--- config.mk ---
export PLATFORM = sky130hd
export DESIGN_NAME = backend_pipe_chain
export DESIGN_NICKNAME = d
export VERILOG_FILES = /design/src/rtl/backend_pipe_chain.sv
export SDC_FILE = /design/constraint.sdc
export NUM_CORES = 1
export LEC_CHECK = 0
export ABC_AREA = 1
export CORE_AREA = 2 2 258 260
export DETAILED_ROUTE_END_ITERATION = 10
export DIE_AREA = 0 0 260 262
export GPL_TIMING_DRIVEN = 1
export PLACE_DENSITY = 0.6
export SLEW_MARGIN = 5
export SYNTH_ARGS = -nofsm -noshare
export SYNTH_HDL_FRONTEND = slang
export SYNTH_SLANG_ARGS = --single-unit
--- constraint.sdc ---
create_clock -name clk -period 1.5 [get_ports clk]
set_input_delay 0.15 -clock clk [delete_from_list [all_inputs] [get_ports clk]]
set_output_delay 0.15 -clock clk [all_outputs]
set_load 0.01 [all_outputs]
--- src/rtl/backend_pipe_chain.sv ---
// backend_pipe_chain: parametrised backend register chain (EX .. WB).
//
// Holds STAGES slots (0 = youngest/EX, STAGES-1 = oldest/WB). Each slot carries a valid bit,
// an opaque control word, a data word and an issue sequence tag. Per-stage stall and clear
// requests are resolved into an effective stall vector and a kill mask. A stall freezes the
// requesting slot and everything younger, and inserts a bubble behind it. A clear kills
// everything younger than the oldest requesting slot, plus that slot when kill_self_i is set.
//
// Ports:
//   clk, rst_n          clock, synchronous active-low reset
//   issue_valid_i/_o    issue handshake (issue_ready_o = ~stall_o[0])
//   issue_ctrl_i/data_i fields of the issued instruction
//   stall_req_i         per-stage stall request (top bit ignored)
//   clr_req_i           per-stage clear request, kills strictly younger slots
//   kill_self_i         qualifies clr_req_i, also kills the requesting slot
//   upd_en_i/upd_data_i per-stage result write-back
//   stall_o             effective stall per stage (combinational)
//   valid_o/ctrl_o/data_o/seq_o  registered slot contents; data_o are the forwarding taps
//   retire_valid_o      oldest slot valid (combinational from state)
//
// Optional feature, macro BACKEND_PIPE_PERF_EN: adds perf_stall_cnt_o (per-stage cycles
// stalled while valid) and perf_bubble_cnt_o (cycles with the oldest slot empty), both
// saturating 32-bit counters.
module backend_pipe_chain #(
  parameter int unsigned STAGES = 4,
  parameter int unsigned CTRL_W = 64,
  parameter int unsigned DATA_W = 32,
  parameter int unsigned SEQ_W  = 6
) (
  input  logic                     clk,
  input  logic                     rst_n,
  input  logic                     issue_valid_i,
  output logic                     issue_ready_o,
  input  logic [CTRL_W-1:0]        issue_ctrl_i,
  input  logic [DATA_W-1:0]        issue_data_i,
  input  logic [STAGES-1:0]        stall_req_i,
  input  logic [STAGES-1:0]        clr_req_i,
  input  logic [STAGES-1:0]        kill_self_i,
  input  logic [STAGES-1:0]        upd_en_i,
  input  logic [STAGES*DATA_W-1:0] upd_data_i,
  output logic [STAGES-1:0]        stall_o,
  output logic [STAGES-1:0]        valid_o,
  output logic [STAGES*CTRL_W-1:0] ctrl_o,
  output logic [STAGES*DATA_W-1:0] data_o,
  output logic [STAGES*SEQ_W-1:0]  seq_o,
  output logic                     retire_valid_o
`ifdef BACKEND_PIPE_PERF_EN
  ,
  output logic [STAGES*32-1:0]     perf_stall_cnt_o,
  output logic [31:0]              perf_bubble_cnt_o
`endif
);

  logic [STAGES-1:0]             valid_q, valid_d;
  logic [STAGES-1:0][CTRL_W-1:0] ctrl_q, ctrl_d;
  logic [STAGES-1:0][DATA_W-1:0] data_q, data_d;
  logic [STAGES-1:0][SEQ_W-1:0]  seq_q, seq_d;
  logic [SEQ_W-1:0]              seq_cnt_q, seq_cnt_d;

  logic [STAGES-1:0]             stall;
  logic [STAGES-1:0]             killed;
  logic                          issue_kill;
  logic [STAGES-1:0][DATA_W-1:0] upd_data;
  logic [STAGES-1:0][DATA_W-1:0] fwd_data;

  assign upd_data = upd_data_i;

  // A stall request at stage j freezes stages 0..j; the oldest stage never stalls.
  always_comb begin
    stall = '0;
    for (int i = 0; i < int'(STAGES) - 1; i++) begin
      stall[i] = |(stall_req_i[STAGES-2:0] >> i);
    end
  end

  // Ascending scan: the highest clearing stage overwrites the mask last, so the oldest wins.
  always_comb begin
    killed     = '0;
    issue_kill = |clr_req_i;
    for (int i = 0; i < int'(STAGES); i++) begin
      if (clr_req_i[i]) begin
        for (int j = 0; j < int'(STAGES); j++) begin
          killed[j] = (j < i) || ((j == i) && kill_self_i[i]);
        end
      end
    end
  end

  // Data word leaving each slot, with the execution-unit result override.
  always_comb begin
    for (int i = 0; i < int'(STAGES); i++) begin
      fwd_data[i] = upd_en_i[i] ? upd_data[i] : data_q[i];
    end
  end

  always_comb begin
    valid_d   = valid_q;
    ctrl_d    = ctrl_q;
    data_d    = data_q;
    seq_d     = seq_q;
    seq_cnt_d = seq_cnt_q;

    if (stall[0]) begin
      valid_d[0] = valid_q[0] & ~killed[0];
      if (upd_en_i[0]) data_d[0] = upd_data[0];
    end else begin
      valid_d[0] = issue_valid_i & ~issue_kill;
      ctrl_d[0]  = issue_ctrl_i;
      data_d[0]  = issue_data_i;
      seq_d[0]   = seq_cnt_q;
    end

    for (int i = 1; i < int'(STAGES); i++) begin
      if (stall[i]) begin
        valid_d[i] = valid_q[i] & ~killed[i];
        if (upd_en_i[i]) data_d[i] = upd_data[i];
      end else begin
        // A stalled predecessor stays put, so a bubble enters here.
        valid_d[i] = valid_q[i-1] & ~killed[i-1] & ~stall[i-1];
        ctrl_d[i]  = ctrl_q[i-1];
        data_d[i]  = fwd_data[i-1];
        seq_d[i]   = seq_q[i-1];
      end
    end

    // The tag is consumed even when the handshake is killed in the same cycle.
    if (issue_valid_i && !stall[0]) seq_cnt_d = seq_cnt_q + SEQ_W'(1);
  end

  always_ff @(posedge clk) begin
    if (!rst_n) begin
      valid_q   <= '0;
      ctrl_q    <= '0;
      data_q    <= '0;
      seq_q     <= '0;
      seq_cnt_q <= '0;
    end else begin
      valid_q   <= valid_d;
      ctrl_q    <= ctrl_d;
      data_q    <= data_d;
      seq_q     <= seq_d;
      seq_cnt_q <= seq_cnt_d;
    end
  end

  assign stall_o        = stall;
  assign issue_ready_o  = ~stall[0];
  assign valid_o        = valid_q;
  assign ctrl_o         = ctrl_q;
  assign data_o         = data_q;
  assign seq_o          = seq_q;
  assign retire_valid_o = valid_q[STAGES-1];

`ifdef BACKEND_PIPE_PERF_EN
  logic [STAGES-1:0][31:0] stall_cnt_q;
  logic [31:0]             bubble_cnt_q;

  always_ff @(posedge clk) begin
    if (!rst_n) begin
      stall_cnt_q  <= '0;
      bubble_cnt_q <= '0;
    end else begin
      for (int i = 0; i < int'(STAGES); i++) begin
        if (stall[i] && valid_q[i] && (stall_cnt_q[i] != '1)) begin
          stall_cnt_q[i] <= stall_cnt_q[i] + 32'd1;
        end
      end
      if (!valid_q[STAGES-1] && (bubble_cnt_q != '1)) begin
        bubble_cnt_q <= bubble_cnt_q + 32'd1;
      end
    end
  end

  assign perf_stall_cnt_o  = stall_cnt_q;
  assign perf_bubble_cnt_o = bubble_cnt_q;
`endif

endmodule

==> Flow_metrics.wiki <==
{| class="wikitable"
! Metric !! Value
|-
| Top-level I/O count || approximately 660
|-
| Leakage power summed over all cells || about 12 nW
|-
| Number of unique standard cell types used by synthesis || 26
|-
| Most used standard cell by instance count after synthesis || nor2_1
|-
| Combinational family with the most area after synthesis || compound AO/OA/AOI/OAI gates
|-
| Setup violation total in the final timing report || 0
|-
| Flip-flop and latch count after synthesis || 418
|-
| Wire length of the first global-routing pass || 85700 um
|-
| Type of destination of the critical path || primary output
|-
| Cells along the critical path || dlygate4sd2_1
|-
| Share of final-layout standard cells stronger than drive strength 1 || 0.123
|-
| Routability congestion estimate from global placement || between 0.8 and 0.9
|-
| Predominant post-synthesis flop cell || dfxtp_1
|-
| Number of cells on the worst hold path || 4
|-
| Clk sinks || 418
|-
| Top cells by count, synth || nor2_1, dfxtp_1, o21ai_0, nand2_1, inv_1
|-
| Hold/Removal Path Class || input pin to flip-flop
|-
| Critical path startpoint category || flip-flop
|-
| Cell accounting for the most synthesized area || dfxtp_1
|-
| Sequential element share of the synthesized area || 0.549
|-
| Buffer depth of the longest clock path || 3
|-
| Clock latency reported for the late side of the worst-skew pair || 0.58 ns
|-
| Result of the run || completed
|-
| Worst flop-to-flop path startpoint || data_o[29]$_SDFF_PN0_
|-
| CTS root buffer || clkbuf_16
|-
| Nets || 2683
|-
| Critical path data required time || 1.35 ns
|-
| GRT Resource Usage Total || 0.166
|-
| Number of flops mapped to enable cells by yosys || 0
|-
| FF-to-FF End || data_o[61]$_SDFF_PN0_
|-
| Total wirelength of the detailed-routed design || 59500 um
|-
| Final Hold Fails || 0
|-
| Clock transition at the registers of the reported paths || 0.06 ns
|-
| Total grt overflow || 0
|-
| Transition time of the tightest slew-check pin || just under 0.6 ns
|-
| Final Core Density || 0.368
|-
| Maximum vdd ir drop || 916 uV
|-
| Compound-gate portion of the synthesized area || 0.199
|-
| Worst setup skew after layout || 0.0139 ns
|-
| Starting density of the core || 0.233
|-
| Setup Crit Path Kind || flip-flop to primary output
|-
| Cell Rows || 94
|-
| Buffers plus inverters on the worst setup path || 1
|-
| Drt pass-1 iters || 5
|-
| Wirelength per Cell || 17.8 um
|-
| Count of pins over their slew limit || 0
|-
| Setup slack of the critical path after layout || 0.0555 ns
|-
| Worst hold endpoint || data_o[57]$_SDFF_PN0_
|-
| Die Height || 262 um
|-
| Delay-heaviest family, CP || flip-flops
|-
| Mux cell area share after synthesis || 0
|-
| CTS H-tree lvls || 2
|-
| Power Density || 1150 mW/mm2
|-
| Antenna Violating Nets Remaining || 0
|-
| Post-Synth Simple-Gate Area || 0.168
|-
| TritonCTS buffer count || 47
|-
| Count of routing violations after the opening detailed-route iteration || 776
|-
| Hold path startpoint || stall_req_i[2]
|-
| XOR/XNOR share of the synthesized area || 0.000575
|-
| Residual DRC || 0
|-
| Buffers inserted by post-CTS timing repair || 0
|-
| DIE WIDTH || roughly 260 um
|-
| Cell area after synthesis || 0.0152 mm2
|-
| Power after layout || 0.0277 W
|-
| Post-Syn Instances || around 1.8k
|-
| Layout Area Growth over Synthesis || 57.6%
|-
| Max capacitance violation total || 0
|-
| PortBufs || 624
|-
| Post-synth net total || a little over 2k
|-
| Setup slack at placement || -0.358 ns
|-
| Crit-path slowest cell || dfxtp_1
|-
| Yosys warning count || 0
|-
| Tightest slew margin relative to the limit || 0.610
|-
| Most area-consuming cells after synthesis || dfxtp_1, nor2_1, o21ai_0
|-
| TritonCTS clock tree || yes
|-
| Slowest stage delay, CP || 0.40 ns
|-
| Syn avg cell area || roughly 8.5 um2
|-
| Minimum clock period || 1.44 ns
|-
| Via count of the first global-routing pass || ~13k
|-
| Half-perimeter wire length after detailed placement || 45300 um
|-
| Detailed-route via count || 13.8k
|-
| Adder-cell share of the synthesized area || 0.000821
|-
| Max Clock Freq || 692 MHz
|-
| Worst setup slack for register-to-register paths || 0.33 ns
|-
| Area inside the core boundary || 0.0653 mm2
|-
| Antenna violations before repair || 3
|-
| Unrepaired setup endpoints after global routing || no
|-
| Critical-path maximum fanout || 2
|-
| Worst EP arrival || 1.29 ns
|-
| Via-per-instance ratio || 4.14
|-
| Count of cells along the worst register-to-register path || 4
|-
| Die ar. || 0.0681 mm2
|-
| Area fraction of the dominant cell type after synthesis || 0.549
|-
| Maximum number of pins on one net before global-route repair || 63
|-
| Post-synth ARST share || 0
|-
| Final worst path period share || 0.963
|}
## timing repair
action	4_1_cts	5_1_grt
pin swaps	0	1
endpoints found under the setup margin	416	7
hold buffers	1	0
hold endpoints to repair	1	0
cloned	0	0
resized for setup	432	10
## report_power, final
| part | total (W) | leakage (nW) | switching (W) | internal (W) |
|---|---|---|---|---|
| combinational | 0.00419 | 7.35 | 0.00223 | 0.00197 |
| clock | 0.0113 | 0.748 | 0.00477 | 0.00654 |
| sequential | 0.0122 | 3.45 | 0.000376 | 0.0118 |
## layout by cell type (no fill, tap or decap), types with 5 or more instances in the layout
cell             synthesis  routed
nor2_1                 455     455
dfxtp_1                418     410
dlygate4sd2_1            0     408
o21ai_0                270     270
clkdlybuf4s50_1          0     204
nand2_1                153     153
inv_1                  140     139
buf_4                    5      77
a21oi_4                 69      69
clkbuf_16                0      49
a21oi_1                 41      41
or2_2                   32      32
o22ai_1                 32      32
o21ai_1                 31      31
buf_12                   7      29
clkinv_2                 0      13
clkbuf_1                69      10
clkbuf_8                 0       9
dfxtp_2                  0       8
nand3_1                  5       5
## tightest hold or removal path: cells and delay by family
family / cells / cell delay [ns]
buffers and inverters: 2 / 0.24
AO/OA/AOI/OAI: 1 / 0.08
AND/OR/NAND/NOR: 1 / 0.06
## state kept, by name, summed over array words and instances (netlist names)
name,flops
seq_cnt_q,6
ctrl_o,256
valid_o,4
data_o,128
seq_o,24
## metrics by stage
stage               cells  cell area (um2)  hold WS (ns)  setup TNS, ns
floorplan            1785            15200         0.297              0
global placement     3253            23000         0.447         -44.50
detailed placement   3253            23000         0.459         -44.84
CTS                  3337            24000        0.0311        -0.0425
global route         3337            24000        0.0207              0
finish               3338            24000        0.0192              0
## kinds of logic after synthesis
logic type / Yosys count
compound gates: 443
xor+xnor: 1
fa+ha+maj: 1
buf+inv: 268
flops: 418
other cells: 1
simple gates: 653
## area by class of cell
cell class                      count  area [um2]
Fill cell                        6820       41300
Sequential cell                   418        8380
Timing Repair Buffer              730        6870
Multi-Input combinational cell   1099        5630
Clock buffer                       67        1370
Tap cell                          864        1080
Inverter                          143         547
Clock inverter                     16         123
Antenna cell                        1        2.50
## metal layers
layer / routed length [um] / GRT usage / share of wire
met3: 4320 / 0.0484 / 0.073
met4: 1320 / 0.0439 / 0.022
met5: 25 / 0 / 0.00042
met1: 25300 / 0.210 / 0.43
met2: 28500 / 0.277 / 0.48
## worst max-delay path by stage
stage | depth (start not counted) | from | to | slack, ns
6_report | 1 | data_o[82]$_SDFF_PN0_ | data_o[82] | 0.06
5_1_grt | 1 | ctrl_o[15]$_SDFFE_PN0P_ | ctrl_o[15] | 0.0006
4_1_cts | 1 | seq_o[0]$_SDFFE_PN0P_ | seq_o[0] | -0.04
3_5_place_dp | 6 | stall_req_i[0] | stall_o[0] | -0.36
3_3_place_gp | 6 | stall_req_i[0] | issue_ready_o | -0.37
2_1_floorplan | 7 | rst_n | ctrl_o[128]$_SDFFE_PN0N_ | 0.39
Note: power is estimated with default switching activity, not from simulation.
